[src/rtl/id_stage.sv]
// rtl/id_stage.sv - instruction decode stage with IF/ID and ID/EX registers
//
// Latches the fetched instruction, decodes it, reads the 8x8 register file
// and presents a registered ID/EX bundle to execute. It also owns the register
// file write port, load-use hazard detection and branch flush.
//
// Ports:
//   clk, reset            clock; asynchronous active-high reset
//   if_pc, if_instr       PC and 16-bit instruction at fetch output
//   flush                 taken branch from execute; kills IF/ID and ID/EX
//   wb_en, wb_addr,
//   wb_data               register-file write port (bypassed to reads)
//   stall                 combinational; fetch holds PC and instruction
//   ex_valid .. ex_illegal  registered ID/EX bundle

module id_stage (
  input  logic        clk,
  input  logic        reset,
  input  logic [7:0]  if_pc,
  input  logic [15:0] if_instr,
  input  logic        flush,
  input  logic        wb_en,
  input  logic [2:0]  wb_addr,
  input  logic [7:0]  wb_data,
  output logic        stall,
  output logic        ex_valid,
  output logic [7:0]  ex_pc,
  output logic [7:0]  ex_rs1_val,
  output logic [7:0]  ex_rs2_val,
  output logic [7:0]  ex_imm,
  output logic [2:0]  ex_rd,
  output logic [2:0]  ex_alu_op,
  output logic        ex_reg_write,
  output logic        ex_mem_read,
  output logic        ex_mem_write,
  output logic        ex_branch,
  output logic        ex_use_imm,
  output logic        ex_illegal
);

  localparam logic [3:0] OP_NOP  = 4'd0;
  localparam logic [3:0] OP_ADD  = 4'd1;
  localparam logic [3:0] OP_SUB  = 4'd2;
  localparam logic [3:0] OP_AND  = 4'd3;
  localparam logic [3:0] OP_OR   = 4'd4;
  localparam logic [3:0] OP_ADDI = 4'd5;
  localparam logic [3:0] OP_LD   = 4'd6;
  localparam logic [3:0] OP_ST   = 4'd7;
  localparam logic [3:0] OP_BEQ  = 4'd8;

  // ALU code 4 (PASS-B) is part of the execute encoding but no opcode selects it.
  localparam logic [2:0] ALU_ADD = 3'd0;
  localparam logic [2:0] ALU_SUB = 3'd1;
  localparam logic [2:0] ALU_AND = 3'd2;
  localparam logic [2:0] ALU_OR  = 3'd3;

  typedef struct packed {
    logic       valid;
    logic [7:0] pc;
    logic [7:0] rs1_val;
    logic [7:0] rs2_val;
    logic [7:0] imm;
    logic [2:0] rd;
    logic [2:0] alu_op;
    logic       reg_write;
    logic       mem_read;
    logic       mem_write;
    logic       branch;
    logic       use_imm;
    logic       illegal;
  } idex_t;

  // IF/ID pipeline register
  logic        ifid_valid;
  logic [7:0]  ifid_pc;
  logic [15:0] ifid_instr;

  // ID/EX pipeline register
  idex_t idex_q;
  idex_t idex_d;

  // Register file; entry 0 is never written and reads are forced to 0
  logic [7:0] regs [8];

  // Decoded fields
  logic [3:0] f_op;
  logic [2:0] f_rd;
  logic [2:0] f_rs1;
  logic [2:0] f_rs2;
  logic [7:0] f_imm;
  logic [7:0] rs1_val;
  logic [7:0] rs2_val;

  // Decoded control
  logic       c_reg_write;
  logic       c_mem_read;
  logic       c_mem_write;
  logic       c_branch;
  logic       c_use_imm;
  logic       c_illegal;
  logic [2:0] c_alu_op;
  logic       uses_rs1;
  logic       uses_rs2;

  logic       load_pending;

  assign f_op  = ifid_instr[15:12];
  assign f_rd  = ifid_instr[11:9];
  assign f_rs1 = ifid_instr[8:6];
  // ST carries its store-data register and BEQ its second compare register in [11:9]
  assign f_rs2 = (f_op == OP_ST || f_op == OP_BEQ) ? ifid_instr[11:9] : ifid_instr[5:3];
  assign f_imm = {{2{ifid_instr[5]}}, ifid_instr[5:0]};

  // Read ports with same-cycle bypass from the write port
  assign rs1_val = (f_rs1 == 3'd0) ? 8'd0 :
                   (wb_en && wb_addr == f_rs1) ? wb_data : regs[f_rs1];
  assign rs2_val = (f_rs2 == 3'd0) ? 8'd0 :
                   (wb_en && wb_addr == f_rs2) ? wb_data : regs[f_rs2];

  always_comb begin
    c_reg_write = 1'b0;
    c_mem_read  = 1'b0;
    c_mem_write = 1'b0;
    c_branch    = 1'b0;
    c_use_imm   = 1'b0;
    c_illegal   = 1'b0;
    c_alu_op    = ALU_ADD;
    uses_rs1    = 1'b0;
    uses_rs2    = 1'b0;
    case (f_op)
      OP_NOP: ;
      OP_ADD: begin
        c_reg_write = 1'b1;
        uses_rs1    = 1'b1;
        uses_rs2    = 1'b1;
      end
      OP_SUB: begin
        c_reg_write = 1'b1;
        c_alu_op    = ALU_SUB;
        uses_rs1    = 1'b1;
        uses_rs2    = 1'b1;
      end
      OP_AND: begin
        c_reg_write = 1'b1;
        c_alu_op    = ALU_AND;
        uses_rs1    = 1'b1;
        uses_rs2    = 1'b1;
      end
      OP_OR: begin
        c_reg_write = 1'b1;
        c_alu_op    = ALU_OR;
        uses_rs1    = 1'b1;
        uses_rs2    = 1'b1;
      end
      OP_ADDI: begin
        c_reg_write = 1'b1;
        c_use_imm   = 1'b1;
        uses_rs1    = 1'b1;
      end
      OP_LD: begin
        c_reg_write = 1'b1;
        c_use_imm   = 1'b1;
        c_mem_read  = 1'b1;
        uses_rs1    = 1'b1;
      end
      OP_ST: begin
        c_use_imm   = 1'b1;
        c_mem_write = 1'b1;
        uses_rs1    = 1'b1;
        uses_rs2    = 1'b1;
      end
      OP_BEQ: begin
        c_alu_op    = ALU_SUB;
        c_branch    = 1'b1;
        uses_rs1    = 1'b1;
        uses_rs2    = 1'b1;
      end
      default: c_illegal = 1'b1;
    endcase
  end

  // Load-use hazard: only registered state feeds this, never the if_* inputs
  assign load_pending = idex_q.valid & idex_q.mem_read & (idex_q.rd != 3'd0) & ifid_valid;
  assign stall = load_pending &
                 ((uses_rs1 & (idex_q.rd == f_rs1)) | (uses_rs2 & (idex_q.rd == f_rs2)));

  // Next ID/EX contents; a stall or an empty IF/ID slot yields an all-zero bubble
  always_comb begin
    idex_d = '0;
    if (ifid_valid && !stall) begin
      idex_d.valid     = 1'b1;
      idex_d.pc        = ifid_pc;
      idex_d.rs1_val   = rs1_val;
      idex_d.rs2_val   = rs2_val;
      idex_d.imm       = f_imm;
      idex_d.rd        = c_reg_write ? f_rd : 3'd0;
      idex_d.alu_op    = c_alu_op;
      idex_d.reg_write = c_reg_write;
      idex_d.mem_read  = c_mem_read;
      idex_d.mem_write = c_mem_write;
      idex_d.branch    = c_branch;
      idex_d.use_imm   = c_use_imm;
      idex_d.illegal   = c_illegal;
    end
  end

  always_ff @(posedge clk or posedge reset) begin
    if (reset) begin
      ifid_valid <= 1'b0;
      ifid_pc    <= '0;
      ifid_instr <= '0;
      idex_q     <= '0;
    end else if (flush) begin
      ifid_valid <= 1'b0;
      idex_q     <= '0;
    end else begin
      idex_q <= idex_d;
      if (!stall) begin
        ifid_valid <= 1'b1;
        ifid_pc    <= if_pc;
        ifid_instr <= if_instr;
      end
    end
  end

  always_ff @(posedge clk or posedge reset) begin
    if (reset) begin
      for (int i = 0; i < 8; i++) begin
        regs[i] <= '0;
      end
    end else if (wb_en && wb_addr != 3'd0) begin
      regs[wb_addr] <= wb_data;
    end
  end

  assign ex_valid     = idex_q.valid;
  assign ex_pc        = idex_q.pc;
  assign ex_rs1_val   = idex_q.rs1_val;
  assign ex_rs2_val   = idex_q.rs2_val;
  assign ex_imm       = idex_q.imm;
  assign ex_rd        = idex_q.rd;
  assign ex_alu_op    = idex_q.alu_op;
  assign ex_reg_write = idex_q.reg_write;
  assign ex_mem_read  = idex_q.mem_read;
  assign ex_mem_write = idex_q.mem_write;
  assign ex_branch    = idex_q.branch;
  assign ex_use_imm   = idex_q.use_imm;
  assign ex_illegal   = idex_q.illegal;

endmodule

[config.mk]
export PLATFORM = sky130hd
export DESIGN_NAME = id_stage
export DESIGN_NICKNAME = d
export VERILOG_FILES = /design/src/rtl/id_stage.sv
export SDC_FILE = /design/constraint.sdc
export NUM_CORES = 1
export LEC_CHECK = 0
export BUFFER_PORTS_ARGS = -buffer_cell sky130_fd_sc_hd__buf_4
export CORE_ASPECT_RATIO = 1.5
export CORE_MARGIN = 3
export CORE_UTILIZATION = 25
export CTS_BUF_LIST = sky130_fd_sc_hd__clkbuf_16
export CTS_CLUSTER_SIZE = 8
export DETAILED_ROUTE_END_ITERATION = 7
export PLACE_DENSITY = 0.4
export SLEW_MARGIN = 20
export SYNTH_ARGS = -nofsm -noshare
export SYNTH_HDL_FRONTEND = slang
export SYNTH_SLANG_ARGS = --single-unit
[constraint.sdc]
create_clock -name clk -period 6.4 [get_ports clk]
set_input_delay 0.64 -clock clk [delete_from_list [all_inputs] [get_ports clk]]
set_output_delay 0.64 -clock clk [all_outputs]
set_load 0.005 [all_outputs]
# Yosys cells after proc, flatten, opt, wreduce, memory -nomap -nowiden
# Cells that the tools add are included.
dict set report word_totals {
  regBits 134
  latchBits 0
  ram_bits 0
  mem_bits_ro 0
  input_bits 39
  elab_cells 100
  n_memories 0
}
dict set report classes {
  addsub 0
  n_mul 0
  n_div 0
  n_lt_le_gt_ge 4
  eq_ne 13
  shifts 0
  muxes 28
  n_bitwise 12
  n_reduce_logical 19
}
# op count
set ops {}
lappend ops {{2-to-1 mux 45 bit} 2}
lappend ops {{2-to-1 mux 8 bit} 9}
lappend ops {{bitwise mux 64 bit} 1}
lappend ops {{binary-select mux 8 bit (select 3 bit)} 2}
lappend ops {{demux 8 bit (select 3 bit)} 1}
lappend ops {{equality test 4 x 3 -> 1 bit (second input constant)} 4}
lappend ops {{equality test 3 bit} 4}
lappend ops {{>= comparator 4 bit (second input constant)} 3}
lappend ops {{inverter 3 -> 4 bit} 3}
lappend ops {{OR reduction 6 bit} 2}
lappend ops {{2-to-1 mux 1 bit} 10}
lappend ops {{OR reduction 9 bit} 1}
lappend ops {{equality test 4 x 2 -> 1 bit (second input constant)} 2}
lappend ops {{OR reduction 8 bit} 1}
lappend ops {{bitwise AND 1 bit} 6}
lappend ops {{logical NOT 3 bit} 2}
lappend ops {{2-to-1 mux 3 bit} 2}
lappend ops {{one-hot mux 2 bit (3 select lines)} 1}
lappend ops {{nonzero test 3 bit} 2}
lappend ops {{logical AND 1 bit} 5}
lappend ops {{equality test 4 x 1 -> 1 bit (second input constant)} 1}
lappend ops {{equality test 4 bit (second input constant)} 1}
lappend ops {{logical NOT 4 bit} 1}
lappend ops {{less-than comparator 4 x 1 -> 1 bit (second input constant)} 1}
lappend ops {{other kinds (8)} 9}

# Depth between registers and ports, before layout
# Gate-level depths: netlist of the first run.
dict set report depth {
  depth_word 11
  mapped_depth 11
  ltp_nobuf 7
}

# Worst setup path before layout of the first run
# No wires, ideal clock.
dict set report synth_timing {
  kind {reg2reg}
  start {register ifid_instr[15]}
  end {register ifid_instr[0]}
  setup_ns 0.125
  arrival_time_ns 2.341
  required_time_ns 6.275
  slack_ns 3.934
  path_stages_with_launch 10
  synth_period_minus_slack_ns 2.466
  cell_sequence {dfrtp_1 buf_2 nor4b_1 o21a_2 or4_1 and4_4 a211o_1 buf_6 buf_12 mux2_4}
}
dict set report synth_via {
  elab_chain_len 9
  word_cells_on_any_way 21
  classes_between {eq/ne: 9; mux: 3; bitwise: 5; reduce/logical: 4}
}
# element line_no
set synth_lines {}
lappend synth_lines {{start, declared} 76} ;# logic [15:0] ifid_instr;
lappend synth_lines {{start signal, assigned} 221} ;# ifid_instr <= if_instr;
lappend synth_lines {{equality test 4 x 3 -> 1 bit / equality test 4 bit (equally long branches)} {111, 130}}
lappend synth_lines {{logical OR 1 bit} 111} ;# assign f_rs2 = (f_op == OP_ST || f_op == OP_BEQ) ? ifid_instr[11:9] : ifid_instr[5:3];
lappend synth_lines {{2-to-1 mux 3 bit} 111}
lappend synth_lines {{equality test 3 bit} 185} ;# ((uses_rs1 & (idex_q.rd == f_rs1)) | (uses_rs2 & (idex_q.rd == f_rs2)));
lappend synth_lines {{bitwise AND 1 bit} 185}
lappend synth_lines {{bitwise OR 1 bit (*)} 185}
lappend synth_lines {{bitwise AND 1 bit (*)} 184} ;# assign stall = load_pending &
lappend synth_lines {{inverter 1 bit (no source line) (*)} n/a}
lappend synth_lines {{AND reduction 2 bit (no source line) (*)} n/a}
# Mark *: on every way between the ends. The rest lies on a longest branch, timed or not.
# A chain may end at the register's enable or synchronous reset.

# Worst setup path in the final report of the first run
dict set report layout_timing {
  start {register ifid_instr[15]}
  end {output port stall}
}
dict set report layout_via {
  elab_chain_len 7
  word_cells_on_any_way 19
  classes_between {eq/ne: 9; mux: 3; bitwise: 4; reduce/logical: 3}
}
# element line_no
set layout_lines {}
lappend layout_lines {{equality test 4 x 3 -> 1 bit / equality test 4 bit (equally long branches)} {111, 130}}
lappend layout_lines {{logical OR 1 bit} 111}
lappend layout_lines {{2-to-1 mux 3 bit} 111}
lappend layout_lines {{equality test 3 bit} 185}
lappend layout_lines {{bitwise AND 1 bit} 185}
lappend layout_lines {{bitwise OR 1 bit (*)} 185}
lappend layout_lines {{bitwise AND 1 bit (*)} 184}
lappend layout_lines {{end, declared} 25} ;# output logic stall,
# Marks and branches as above.

==> summary.md, run 1 <==
| Metric | Value |
|---|---|
| Status | `finished clean` |
| HPWL Detailed | `12.85 mm` |
| Grt ovf | `0` |
| Crit path max-delay family | `simple AND/OR/NAND/NOR gates` |
| Nets@finish | `620` |
| Setup TNS | `0 ns` |
| Port Buf Inserts | `slightly above 80` |
| Pin count of the biggest net entering global routing | `76` |
| Quantity of hold-fixing buffers added after cts | `0` |
| Post-CTS sizing | `0` |
| Worst min-delay path class | `in2async` |
| TritonCTS Buffers | `17` |
| Row count | `71` |
| Area of the mapped netlist | `roughly 6500 um^2` |
| Sequential area share after synthesis | `slightly above 50%` |
| Multi-input logic area | `3007 um^2` |
| Drt first pass iters | `4` |
| Final hold vios | `0` |
| Vias in the first global route | `about 4800` |
| Die ar. | `28100 um^2` |
| Chip Height | `203.8 um` |
| WL per Instance | `20.16 um` |
| Slowest CP cell | `dfrtp_1` |
| WP data required | `5.76 ns` |
| Final Cycle Share | `a little over half` |
| Commonest non-fill, non-tap cell in the layout | `dfrtp_1` |
| CORE AREA | `25410 um^2` |
| R2r worst-path depth | `7` |
| Area growth syn-to-layout | `21.96%` |
| Crit path DAT | `2.81 ns` |
| Die Wd | `137.9 um` |
| # clock sinks | `131` |
| #FFs+latches synth | `131` |
| Max FO, Critical Path | `23` |
| Final cell count without fillers | `922` |
| Ratio of cells with drive above 1 in the final layout | `39.39%` |
| Io pins | `85` |
| Pleak | `3.545 nW` |
| Synth cell types | `between 50 and 60` |
| Tightest Pin Transition | `0.9747 ns` |
| CP max stage delay | `0.74 ns` |
| Fin. max-slew vios | `0` |
| FF-to-FF setup slack | `3.07 ns` |
| Max-slew headroom | `35.02%` |
| Clock transition at the registers of the reported paths | `approximately 0.060 ns` |
| Final setup margin | `2.951 ns` |
| Number of flops mapped to enable cells by yosys | `0` |
| DRC Markers | `0` |
| Sequential Area | `3278 um^2` |
| CP Class | `reg2out` |
| Gr usage total | `13.84%` |
| RePlAce Congestion | `0.7917` |
| Final hold slack | `roughly 0.35 ns` |
| Antenna violations before repair | `0` |
| Reg2reg end | `ex_mem_read` |
| CTS tree | `built` |
| Clk buf depth | `2` |
| Fin util | `31.31%` |
| Postcts setup bufs | `0` |
| Post-synth ARST share | `between 90% and 100%` |
| Pwr Total | `2.468 mW` |
| Unrepaired setup endpoints after global routing | `false` |
| Vias | `4477` |
| Nature of the critical path startpoint | `flip-flop` |
| Clock root buffer | `clkbuf_16` |
| Cells after synthesis | `a little over 500` |
| Diode count | `0` |
| Initial Util | `25.67%` |
| Worst skew pair latency | `0.42 ns` |
| Fmax | `between 0.2 and 0.3 GHz` |
| Via density per instance | `4.856` |
| Dpl ws | `roughly 3.1 ns` |
| Max cap viols | `0` |
| Finished Cell Area | `7955 um^2` |
| Crit end category | `primary output` |
| Placed inst area | `approximately 7400 um^2` |
| # fillers | `about 2600` |
| Syn Area/Cell | `between 10 and 15 um^2` |
| Net count after synthesis | `551` |
| Setup Viol. Count Final | `0` |
| Ys Warns | `0` |
| First-pass GRT wire length | `around 29 mm` |
| H-tree Lvls | `4` |
| Power Dens Cells | `310.2 nW/um^2` |
| Initial drt markers | `between 200 and 300` |
| Min Clock Period, post-route | `3.449 ns` |
| Peak supply drop | `191.5 uV` |
| Clk_skew | `roughly 0.0097 ns` |
| Most frequent cells in the layout | `dfrtp_1 (131), buf_4 (93), mux2_2 (61), mux2i_1 (29), nor3_1 (25)` |
| Synth Flop Type | `dfrtp_1` |
| RR Startpoint | `ifid_instr[15]` |
| ANT nets after route | `0` |
| WP buf/inv | `1` |
| Final wirelength | `approximately 19 mm` |
| Placed instance count | `roughly 900` |
| Crit-path cells | `and3b_2 > nor3_2 > or4_1 > and4_4 > nand3_1 > a21oi_1 > buf_4` |
[cell families after synthesis]
logic type                synth area share [%]
buffers and inverters                    3.990
AOI/OAI and AO/OA                        8.076
DFF                                      50.26
other                                  0.05749
muxes                                    25.11
and+or+nand+nor                          11.57
xor gates and xnor gates                0.9400
[report_power, final]
part           internal (mW)  leakage [nW]  switching [mW]
combinational          0.276          1.63           0.250
clock                  0.528         0.265           0.373
sequential             0.941          1.65          0.0997
total                   1.74          3.54           0.723
[layer usage]
| metal | track usage, % | up-vias | routed length [um] |
|---|---|---|---|
| met5 | 0 | - | 0 |
| met4 | 5.155 | 0 | 473 |
| met3 | 3.251 | 29 | 890 |
| met2 | 22.70 | 141 | 9151 |
| met1 | 17.67 | 2252 | 8072 |
| li1 | - | 2055 | - |
[flip-flops by register name, summed over array words and instances, names as in the netlist, 2 cells and up]
register	flops
regs	64
ifid_instr	16
ex_pc	8
ex_rs1_val	8
ex_rs2_val	8
ifid_pc	8
ex_imm	6
ex_rd	3
ex_alu_op	2
[cell type report]
cell class | count | area share, %
sequential | 131 | 41.21
clock inverter | 15 | 1.494
inverter | 4 | 0.2202
tap | 328 | 5.159
clock buffer | 17 | 5.348
timing repair buffer | 93 | 8.776
multi-input combinational | 334 | 37.79
[worst max-delay path by stage]
stage	startpoint	to	cells after the start
2_1_floorplan	reset	ex_alu_op[0]	1
4_1_cts	ifid_instr[15]	stall	7
5_1_grt	ifid_instr[13]	ex_mem_read	7
6_report	ifid_instr[15]	stall	7
3_5_place_dp	ifid_instr[15]	ex_mem_read	7
3_3_place_gp	ifid_instr[15]	ex_mem_read	7
[synth_stat cells (2+ instances only)]
master	number	area share, %
mux2i_1	29	4.5
o2111a_1	2	0.35
nor4_1	3	0.29
nor4b_1	2	0.27
a21o_1	2	0.23
mux2_4	20	4.6
buf_6	3	0.52
buf_1	3	0.17
nand3_1	4	0.31
buf_12	2	0.61
nand4_1	6	0.58
mux2_2	61	11
mux4_2	16	5.5
nor4bb_1	4	0.61
o31ai_1	6	0.69
dfrtp_1	131	50
buf_2	5	0.38
nand2b_1	3	0.29
or2_2	3	0.29
a21oi_1	9	0.69
o21ai_0	16	1.2
nand4b_1	5	0.67
a221o_1	7	1.1
nor2b_1	5	0.48
xnor2_1	6	0.81
o21a_2	2	0.27
and3_1	2	0.19
nor3_2	2	0.31
o22a_1	7	0.94
and2_1	14	1.3
o311ai_0	2	0.27
a311oi_1	7	0.94
nor2_1	9	0.52
nor3_1	27	2.1
inv_1	4	0.23
clkbuf_1	24	1.4
buf_4	6	0.69
nand2_1	24	1.4
or3_1	5	0.48
o21a_1	2	0.23
and4_1	2	0.27
a211oi_1	4	0.46
Note: power is estimated with default switching activity, not from simulation.
==> inputs of run 2 (changes only) <==
--- a/config.mk
+++ b/config.mk
@@ -12,7 +12,7 @@
 export CTS_BUF_LIST = sky130_fd_sc_hd__clkbuf_16
 export CTS_CLUSTER_SIZE = 8
 export DETAILED_ROUTE_END_ITERATION = 7
-export PLACE_DENSITY = 0.4
+export PLACE_DENSITY = 0.41
 export SLEW_MARGIN = 20
 export SYNTH_ARGS = -nofsm -noshare
 export SYNTH_HDL_FRONTEND = slang
==> constraint.sdc (replaced) <==
create_clock -name clk -period 3.1 [get_ports clk]
set_input_delay 0.31 -clock clk [delete_from_list [all_inputs] [get_ports clk]]
set_output_delay 0.31 -clock clk [all_outputs]
set_load 0.005 [all_outputs]
==> run 2 against run 1 <==
  * Non-clock buffer count grew 14
  * Clock skew shrank 0.0028 ns
  * Combinational power grew 120%
  * Hold slack lost 0.32 ns
  * Sequential power grew 100%
  * Via count grew 0.83%
  * Final cell count grew 1.4%
  * Cell area grew 2.6%
  * Clock power grew 130%
  * Die area is the same
  * Power grew 120%
  * Critical endpoint is now ex_rs2_val[4]
  * Largest cell class unchanged
==> summary.md, run 2 (same netlist as run 1, synthesis figures left out) <==
| Metric | Value |
|---|---|
| Tightest Pin Transition | `0.8105 ns` |
| Antenna violations before repair | `0` |
| Die Wd | `137.9 um` |
| CORE AREA | `25410 um^2` |
| CP max stage delay | `around 0.48 ns` |
| # clock sinks | `~130` |
| Nets@finish | `634` |
| Row count | `71` |
| Fin util | `32.13%` |
| Setup Viol. Count Final | `0` |
| Power Dens Cells | `660.9 nW/um^2` |
| Port Buf Inserts | `83` |
| Worst skew pair latency | `around 0.42 ns` |
| CP Class | `reg2reg` |
| ANT nets after route | `0` |
| Initial drt markers | `233` |
| Pleak | `around 3.6 nW` |
| WL per Instance | `19.74 um` |
| Final cell count without fillers | `935` |
| Vias | `4514` |
| Diode count | `0` |
| Crit-path cells | `buf_4 > nor2b_1 > o2111a_1 > or2_2 > nand2_1 > o22a_1 > a311oi_1` |
| Final wirelength | `18.45 mm` |
| Sequential Area | `3279 um^2` |
| Max-slew headroom | `45.68%` |
| Fin. max-slew vios | `0` |
| Crit end category | `flip-flop` |
| Setup TNS | `0 ns` |
| First-pass GRT wire length | `28.90 mm` |
| Drt first pass iters | `4` |
| Area growth syn-to-layout | `25.15%` |
| Ratio of cells with drive above 1 in the final layout | `40.53%` |
| Top reg by flops | `regs` |
| Chip Height | `203.8 um` |
| Clk_skew | `0.006969 ns` |
| Slowest CP cell | `dfrtp_1` |
| RePlAce Congestion | `0.8335` |
| WP data required | `3.37 ns` |
| Gr usage total | `13.76%` |
| Max cap viols | `0` |
| Vias in the first global route | `4927` |
| Pin count of the biggest net entering global routing | `71` |
| Die ar. | `28100 um^2` |
| Io pins | `85` |
| Clk buf depth | `2` |
| Peak supply drop | `380.3 uV` |
| Switch Pwr | `1.504 mW` |
| Fmax | `~0.35 GHz` |
| # fillers | `2600` |
| Clock root buffer | `clkbuf_16` |
| Placed instance count | `904` |
| Clock transition at the registers of the reported paths | `0.06 ns` |
| Largest registers | `regs (64), ifid_instr (16)` |
| DRC Markers | `0` |
| Most frequent cells in the layout | `dfrtp_1 (130), buf_4 (103), mux2_2 (61), mux2i_1 (29), nor3_1 (26)` |
| Initial Util | `25.67%` |
| Max FO, Critical Path | `13` |
| Comb pwr share | `21.3%` |
| Crit path DAT | `3.14 ns` |
| Via density per instance | `4.828` |
| Status | `finished clean` |
| Unrepaired setup endpoints after global routing | `false` |
| Grt ovf | `0` |
| Worst min-delay path class | `in2async` |
| Share of power burned in registers | `between 30 and 40%` |
| Commonest non-fill, non-tap cell in the layout | `dfrtp_1` |
| Cell Int Power | `3.891 mW` |
| Clock share of power | `between 30 and 40%` |
| HPWL Detailed | `13.13 mm` |
| Multi-input logic area | `between 2000 and 3000 um^2` |
| Nature of the critical path startpoint | `flip-flop` |
| Final Cycle Share | `92.57%` |
| Min Clock Period, post-route | `2.870 ns` |
| CTS tree | `built` |
| Final hold vios | `0` |
| Postcts setup bufs | `0` |
| TritonCTS Buffers | `17` |
| Max reg flops | `64` |
| Net Sw Frac | `27.87%` |
| H-tree Lvls | `4` |
-- run 2: cell types whose count changed in the layout (fill, tap and decap cells not counted), moves of 3 or more --
cell	before	now
clkinv_2	4	1
bufinv_16	1	4
buf_4	93	103
buf_12	0	4
-- run 2: repair_timing --
item                                    4_1_cts  5_1_grt
resized for setup                             0        2
hold buffers                                  0        0
endpoints found under the setup margin        0       17
-- run 2: worst paths after layout --
path	from	to	slack, ns	cells past startpoint
worst max register to register	ifid_instr[14]	ex_rs2_val[4]	0.23	7
worst max-delay path	ifid_instr[14]	ex_rs2_val[4]	0.23	7
worst min-delay path	reset	ex_rd[0]	0.02	2
max in group asynchronous	reset	regs[30]	2.22	3
worst min register to register	regs[62]	regs[62]	0.40	0
min in group clk	flush	ifid_valid	0.08	2
-- run 2: worst max-delay path: cells and delay by family (launching register included) --
kind	cells	cell delay, ns
AO/OA/AOI/OAI	3	1.06
AND/OR/NAND/NOR	3	0.94
flip-flops	1	0.48
buffers and inverters	1	0.23
-- run 2: stage by stage --
step	cell area [um^2]	hold WS, ns	power (mW)	worst slack, ns
floorplan	6526	0.3784	2.903	0.6342
global placement	7550	0.3917	3.303	0.2878
detailed placement	7550	0.3882	3.329	0.2668
CTS	8162	0.04110	5.474	0.1859
global route	8163	0.06238	5.666	0.07273
finish	8163	0.02389	5.395	0.2304
-- run 2: area by class of cell --
class,instances,area share (%)
Timing Repair Buffer,107,10.45
Clock inverter,14,2.284
Clock buffer,17,5.212
Inverter,4,0.2299
Multi-Input combinational cell,334,36.62
Tap cell,328,5.028
Sequential cell,131,40.17
-- run 2: power by group through the flow --
stage | clock network (mW) | logic (mW) | registers [mW]
finish | 2.11 | 1.15 | 2.13
global route | 2.24 | 1.27 | 2.16
CTS | 2.17 | 1.17 | 2.13
detailed placement | 0 | 1.17 | 2.16
global placement | 0 | 1.15 | 2.15
floorplan | 0 | 0.820 | 2.08
-- run 2: routing by layer --
metal / track usage, % / share of wire, % / vias to the layer above
li1: - / - / 2080
met1: 17.09 / 41 / 2282
met2: 23.62 / 52 / 133
met3: 3.177 / 5.6 / 19
met4: 4.131 / 1.5 / 0
met5: 0 / 0 / -
